`src/rtl/vdp_pkg.sv`:
```
// Shared definitions for the CPU->VDP command interface and the sprite engine FSM.
package vdp_pkg;

    // Command codes driven by the CHIP-8 core on the cmd port.
    localparam logic [2:0] VDP_CMD_NONE     = 3'd0;
    localparam logic [2:0] VDP_CMD_SETX     = 3'd1;
    localparam logic [2:0] VDP_CMD_SETY     = 3'd2;
    localparam logic [2:0] VDP_CMD_XOR_BYTE = 3'd3;
    localparam logic [2:0] VDP_CMD_CLEAR    = 3'd4;

    // Sprite engine sequencer states.
    typedef enum logic [2:0] {
        ST_IDLE  = 3'd0,
        ST_RMW_A = 3'd1,
        ST_RD_B  = 3'd2,
        ST_RMW_B = 3'd3,
        ST_DONE  = 3'd4,
        ST_CLEAR = 3'd5
    } vdp_state_e;

endpackage

```
`src/rtl/vdp_sprite_align.sv`:
```
// Splits a sprite byte across the two frame-buffer bytes it straddles for a
// given pixel offset inside the first byte.
module vdp_sprite_align (
    input  logic [7:0] sprite_byte,
    input  logic [2:0] off,
    output logic [7:0] mask_a,
    output logic [7:0] mask_b,
    output logic       need_b
);

    logic [15:0] wide;

    // Shift the byte through a 16-bit window: upper half lands in byte A,
    // the bits pushed out of it land at the top of byte B.
    always_comb begin
        wide   = {sprite_byte, 8'h00} >> off;
        mask_a = wide[15:8];
        mask_b = wide[7:0];
        need_b = (off != 3'd0);
    end

endmodule

```
`src/rtl/vdp_sprite_engine.sv`:
```
// Command responder of the VDP: SETX/SETY/XOR_BYTE/CLEAR on a 1bpp frame buffer
// with read-modify-write sprite drawing, screen wrap and collision detection.
module vdp_sprite_engine
    import vdp_pkg::*;
#(
    parameter int COLS_LOG2 = 3,
    parameter int ROWS_LOG2 = 5
) (
    input  logic                           clk,
    input  logic                           reset,
    input  logic [2:0]                     cmd,
    input  logic [7:0]                     cmdData,
    output logic                           busy,
    output logic                           spriteHit,
    output logic [COLS_LOG2+ROWS_LOG2-1:0] vram_addr,
    output logic                           vram_we,
    output logic [7:0]                     vram_wdata,
    input  logic [7:0]                     vram_rdata
);

    localparam int AW = COLS_LOG2 + ROWS_LOG2;
    localparam int XW = COLS_LOG2 + 3;

    vdp_state_e           state_q, state_d;
    logic [XW-1:0]        x_q, x_d;
    logic [ROWS_LOG2-1:0] y_q, y_d;
    logic                 hit_q, hit_d;
    logic [AW-1:0]        addr_q, addr_d;
    logic [7:0]           ma_q, ma_d;
    logic [7:0]           mb_q, mb_d;
    logic                 needb_q, needb_d;

    logic [7:0]           align_ma;
    logic [7:0]           align_mb;
    logic                 align_needb;
    logic [COLS_LOG2-1:0] byte_b;
    logic                 we_c;
    logic [7:0]           wdata_c;

    vdp_sprite_align u_align (
        .sprite_byte (cmdData),
        .off         (x_q[2:0]),
        .mask_a      (align_ma),
        .mask_b      (align_mb),
        .need_b      (align_needb)
    );

    // Second byte of an unaligned sprite is the next byte in the same row.
    assign byte_b = x_q[XW-1:3] + 1'b1;

    // Next-state, datapath and write-strobe decode for the command sequencer.
    always_comb begin
        state_d = state_q;
        x_d     = x_q;
        y_d     = y_q;
        hit_d   = hit_q;
        addr_d  = addr_q;
        ma_d    = ma_q;
        mb_d    = mb_q;
        needb_d = needb_q;
        we_c    = 1'b0;
        wdata_c = 8'h00;
        case (state_q)
            ST_IDLE: begin
                case (cmd)
                    VDP_CMD_SETX: begin
                        x_d   = cmdData[XW-1:0];
                        hit_d = 1'b0;
                    end
                    VDP_CMD_SETY: begin
                        y_d = cmdData[ROWS_LOG2-1:0];
                    end
                    VDP_CMD_XOR_BYTE: begin
                        addr_d  = {y_q, x_q[XW-1:3]};
                        ma_d    = align_ma;
                        mb_d    = align_mb;
                        needb_d = align_needb;
                        state_d = ST_RMW_A;
                    end
                    VDP_CMD_CLEAR: begin
                        addr_d  = '0;
                        hit_d   = 1'b0;
                        state_d = ST_CLEAR;
                    end
                    default: ;
                endcase
            end
            ST_RMW_A: begin
                we_c    = 1'b1;
                wdata_c = vram_rdata ^ ma_q;
                if ((vram_rdata & ma_q) != 8'h00) begin
                    hit_d = 1'b1;
                end
                state_d = needb_q ? ST_RD_B : ST_DONE;
            end
            ST_RD_B: begin
                addr_d  = {y_q, byte_b};
                state_d = ST_RMW_B;
            end
            ST_RMW_B: begin
                we_c    = 1'b1;
                wdata_c = vram_rdata ^ mb_q;
                if ((vram_rdata & mb_q) != 8'h00) begin
                    hit_d = 1'b1;
                end
                state_d = ST_DONE;
            end
            ST_DONE: begin
                y_d     = y_q + 1'b1;
                state_d = ST_IDLE;
            end
            ST_CLEAR: begin
                we_c    = 1'b1;
                wdata_c = 8'h00;
                addr_d  = addr_q + 1'b1;
                if (addr_q == '1) begin
                    state_d = ST_IDLE;
                end
            end
            default: state_d = ST_IDLE;
        endcase
    end

    // State registers; reset abandons any command in flight.
    always_ff @(posedge clk or negedge reset) begin
        if (!reset) begin
            state_q <= ST_IDLE;
            x_q     <= '0;
            y_q     <= '0;
            hit_q   <= 1'b0;
            addr_q  <= '0;
            ma_q    <= 8'h00;
            mb_q    <= 8'h00;
            needb_q <= 1'b0;
        end else begin
            state_q <= state_d;
            x_q     <= x_d;
            y_q     <= y_d;
            hit_q   <= hit_d;
            addr_q  <= addr_d;
            ma_q    <= ma_d;
            mb_q    <= mb_d;
            needb_q <= needb_d;
        end
    end

    assign busy       = (state_q != ST_IDLE);
    assign spriteHit  = hit_q;
    assign vram_addr  = addr_q;
    assign vram_we    = we_c;
    assign vram_wdata = wdata_c;

endmodule

```
`config.mk`:
```
export PLATFORM = sky130hd
export DESIGN_NAME = vdp_sprite_engine
export DESIGN_NICKNAME = d
export VERILOG_FILES = /design/src/rtl/vdp_pkg.sv /design/src/rtl/vdp_sprite_align.sv /design/src/rtl/vdp_sprite_engine.sv
export SDC_FILE = /design/constraint.sdc
export NUM_CORES = 1
export LEC_CHECK = 0
export ABC_AREA = 1
export CAP_MARGIN = 20
export CORE_MARGIN = 10
export CORE_UTILIZATION = 51
export CTS_BUF_LIST = sky130_fd_sc_hd__clkbuf_4
export DETAILED_ROUTE_END_ITERATION = 6
export PLACE_DENSITY = 0.83
export SYNTH_ARGS = -nofsm -noshare
export SYNTH_HDL_FRONTEND = slang
export SYNTH_SLANG_ARGS = --single-unit
```
`constraint.sdc`:
```
create_clock -name clk -period 1.5 [get_ports clk]
set_input_delay 0.3 -clock clk [delete_from_list [all_inputs] [get_ports clk]]
set_output_delay 0.3 -clock clk [all_outputs]
set_load 0.02 [all_outputs]
```
==> results.json <==
{
  "numCtsBuffers": 5,
  "cp.required_ps": 1200,
  "die-height_um": 91.6,
  "via_count": 3299,
  "grt.overflow.total": 0,
  "grt_pass1_vias": 3023,
  "drt_wl_total_um": 10200,
  "initialDrtViolationCount": 387,
  "setup_viol": 48,
  "ys_seq_area_frac": 0.373,
  "min_period_ps": 1980,
  "insertedDiodeCount": 0,
  "final_util": 0.792,
  "clk_pin_slew_worst_paths_ps": 130,
  "viasPerCell": 5.95,
  "fill_cells": 302,
  "vdd_drop_max_uv": 645,
  "synthTopCellsByArea": "dfrtp_1 (37%), nand2_1 (18%), inv_1 (4.7%)",
  "grt.total_usage": 0.212,
  "port_buffers": 39,
  "cts.sinks": 39,
  "yosysUniqueCellTypes": 37,
  "relSlewSlack": 0.747,
  "start_util": 0.519,
  "cts_root_buffer": "clkbuf_4",
  "cts_tree": "built",
  "ys_warn_count": 0,
  "fmax_mhz": 506,
  "p_leak_nw": 1.99,
  "max_stage_delay_ps": 450,
  "outcome": "finished with violations",
  "io_pins": 40,
  "clock_skew_ps": 18.3,
  "rsz0062_at_grt": "yes",
  "rows": 26,
  "die_area_mm2": 0.00840,
  "drive_gt1_frac": 0.362,
  "slowest_stage": "dfrtp_2",
  "syn_area_mm2": 0.00262,
  "grt_max_degree": 19,
  "firstDrtPassIters": 6,
  "max-cap-violations": 0,
  "avgSynthCellArea_um2": 7.09,
  "synthCells": 369,
  "synth_top_cell_area_share": 0.373,
  "post-route-period-util": 1.32,
  "area_growth_pct": 52.5,
  "ys_ff_latch": 39,
  "avgRoutedWirePerCell_um": 18.3,
  "critPathMaxFanout": 8,
  "crit_path_cell_trace": "inv_4 -> nand3_4 -> nand2_2 -> o21ai_2 -> xor2_1 -> nor2_2 -> buf_6",
  "die_w_um": 91.6,
  "crit_path_start_kind": "flop",
  "worstMarginPinSlew_ps": 375,
  "dpl.hpwl_um": 6120,
  "hold_path_class": "in -> async",
  "ant_nets": 0,
  "final_nets": 508,
  "clk_latency_ps": 380,
  "synth_nets": 393,
  "clock_path_buffers": 2,
  "endpoint_kind": "primary output",
  "power_mw": 2.05,
  "gp_congestion": 0.901,
  "power_density_mw_per_mm2": 512,
  "worst_slack_ps": -476,
  "grt_pass1_wl_um": 14700,
  "worstPathArrival_ps": 1680,
  "h-tree-depth": 2,
  "critPathKind": "reg -> out",
  "core_mm2": 0.00504,
  "fin_area_mm2": 0.00399,
  "crit_family": "flip-flops",
  "violations": "setup timing",
  "placed_area_mm2": 0.00356,
  "drv_slew": 0,
  "antenna_found_initial": 0,
  "path_buf_inv": 2,
  "drc": 0,
  "timing_hold_violations_final": 0,
  "yosys.area.top_type": "dfrtp_1"
}
## flip-flops by register name (all words and copies together), names as in the netlist
| name | cells |
|---|---|
| spriteHit | 1 |
| y_q | 5 |
| needb_q | 1 |
| mb_q | 7 |
| x_q | 6 |
| vram_addr | 8 |
| ma_q | 8 |
| state_q | 3 |
## final timing paths
check | start | to | slack, ps | depth (start not counted)
max | state_q[2]$_DFFE_PN0P_ | vram_wdata[6] | -480 | 7
min in group clk | spriteHit$_DFFE_PN0P_ | spriteHit$_DFFE_PN0P_ | 480 | 2
min reg2reg | spriteHit$_DFFE_PN0P_ | spriteHit$_DFFE_PN0P_ | 480 | 2
min | reset | vram_addr[7]$_DFFE_PN0P_ | 340 | 2
max in group asynchronous | reset | mb_q[4]$_DFFE_PN0P_ | 560 | 3
max reg2reg | state_q[1]$_DFFE_PN0P_ | vram_addr[3]$_DFFE_PN0P_ | -270 | 10
## stage by stage
| step | hold slack [ps] | setup WS [ps] | setup TNS [ps] | cells |
|---|---|---|---|---|
| after floorplan | 4.41 | -65.8 | -372 | 369 |
| after global placement | 216 | -515 | -10360 | 530 |
| after detailed placement | 217 | -586 | -13090 | 530 |
| after CTS | 366 | -390 | -6800 | 546 |
| after global routing | 364 | -524 | -13370 | 554 |
| final | 339 | -476 | -10460 | 554 |
## layout by cell type, fill, tap and decap left out, types with 3 or more instances in the layout
cell             Yosys  routed
nand4_1              5       5
inv_1               33      31
nand2_1            126     111
o21ai_1             12      11
nand4_4              0       3
nor2_2               0       6
nand3_1             23      22
ha_1                 3       3
buf_6                1       6
buf_4                2      75
dfrtp_1             39      34
nand3_4              2       4
inv_2                7       4
o21ai_0             24      17
o21ai_2              4       8
o21ai_4              1       5
nor2_1              32      24
o211ai_1             7       7
clkdlybuf4s50_1      0      19
dlygate4sd2_1        0       6
a21oi_1             10       4
clkbuf_4             0       5
nand2_2              1      12
o22ai_1              6       5
a21oi_2              2       7
nand2_4              3       6
dfrtp_2              0       5
xor2_1               3       3
inv_4                3       5
nor2_4               1       3
## timing repair
action	CTS	global route
hold buffers	1	0
setup buffers	6	8
hold endpoints to repair	13	0
gates cloned	2	0
gates resized for setup	102	38
setup endpoints to repair	56	54
pin swaps	4	10
## cells in the mapped netlist, drive strengths merged
| master | number |
|---|---|
| nand2 | 130 |
| inv | 43 |
| o21ai | 41 |
| dfrtp | 39 |
| nor2 | 34 |
| nand3 | 27 |
| a21oi | 12 |
| nand4 | 7 |
| o211ai | 7 |
| o22ai | 6 |
| buf | 5 |
| ha | 3 |
| nor3 | 3 |
| xor2 | 3 |
| a31o | 2 |
| clkbuf | 2 |
| a21boi | 1 |
| a22o | 1 |
| mux2i | 1 |
| or2 | 1 |
| xnor2 | 1 |
## cells by family (layout without fill, tap and decap cells)
family | Yosys count | after routing | share of synthesized area
compound gates | 70 | 70 | 0.162
xor+xnor | 4 | 4 | 0.0134
fa+ha+maj | 3 | 3 | 0.0143
buf+inv | 50 | 163 | 0.0813
flops | 39 | 39 | 0.373
mux | 1 | 1 | 0.00382
simple gates | 202 | 204 | 0.353
## area by class of cell
cell class / instances / area, um^2 / area share
clock buffers: 5 / 37.5 / 0.00940
clock inverters: 2 / 37.5 / 0.00940
inverters: 43 / 199 / 0.0498
multi-input cells: 282 / 1700 / 0.426
flip-flops and latches: 39 / 982 / 0.246
well taps: 70 / 87.6 / 0.0219
repair buffers: 113 / 948 / 0.238
## power breakdown
group	internal, mW	switching [mW]
sequential	1.06	0.00367
combinational	0.116	0.133
clock	0.341	0.394
## routing by layer
metal / vias up / share of wire / GRT usage
met5: - / 0 / 0
met4: 0 / 0.047 / 0.0901
met3: 61 / 0.096 / 0.0481
met2: 231 / 0.48 / 0.358
met1: 1553 / 0.37 / 0.254
li1: 1454 / - / -
No activity file was read; power rests on OpenSTA's default activity.
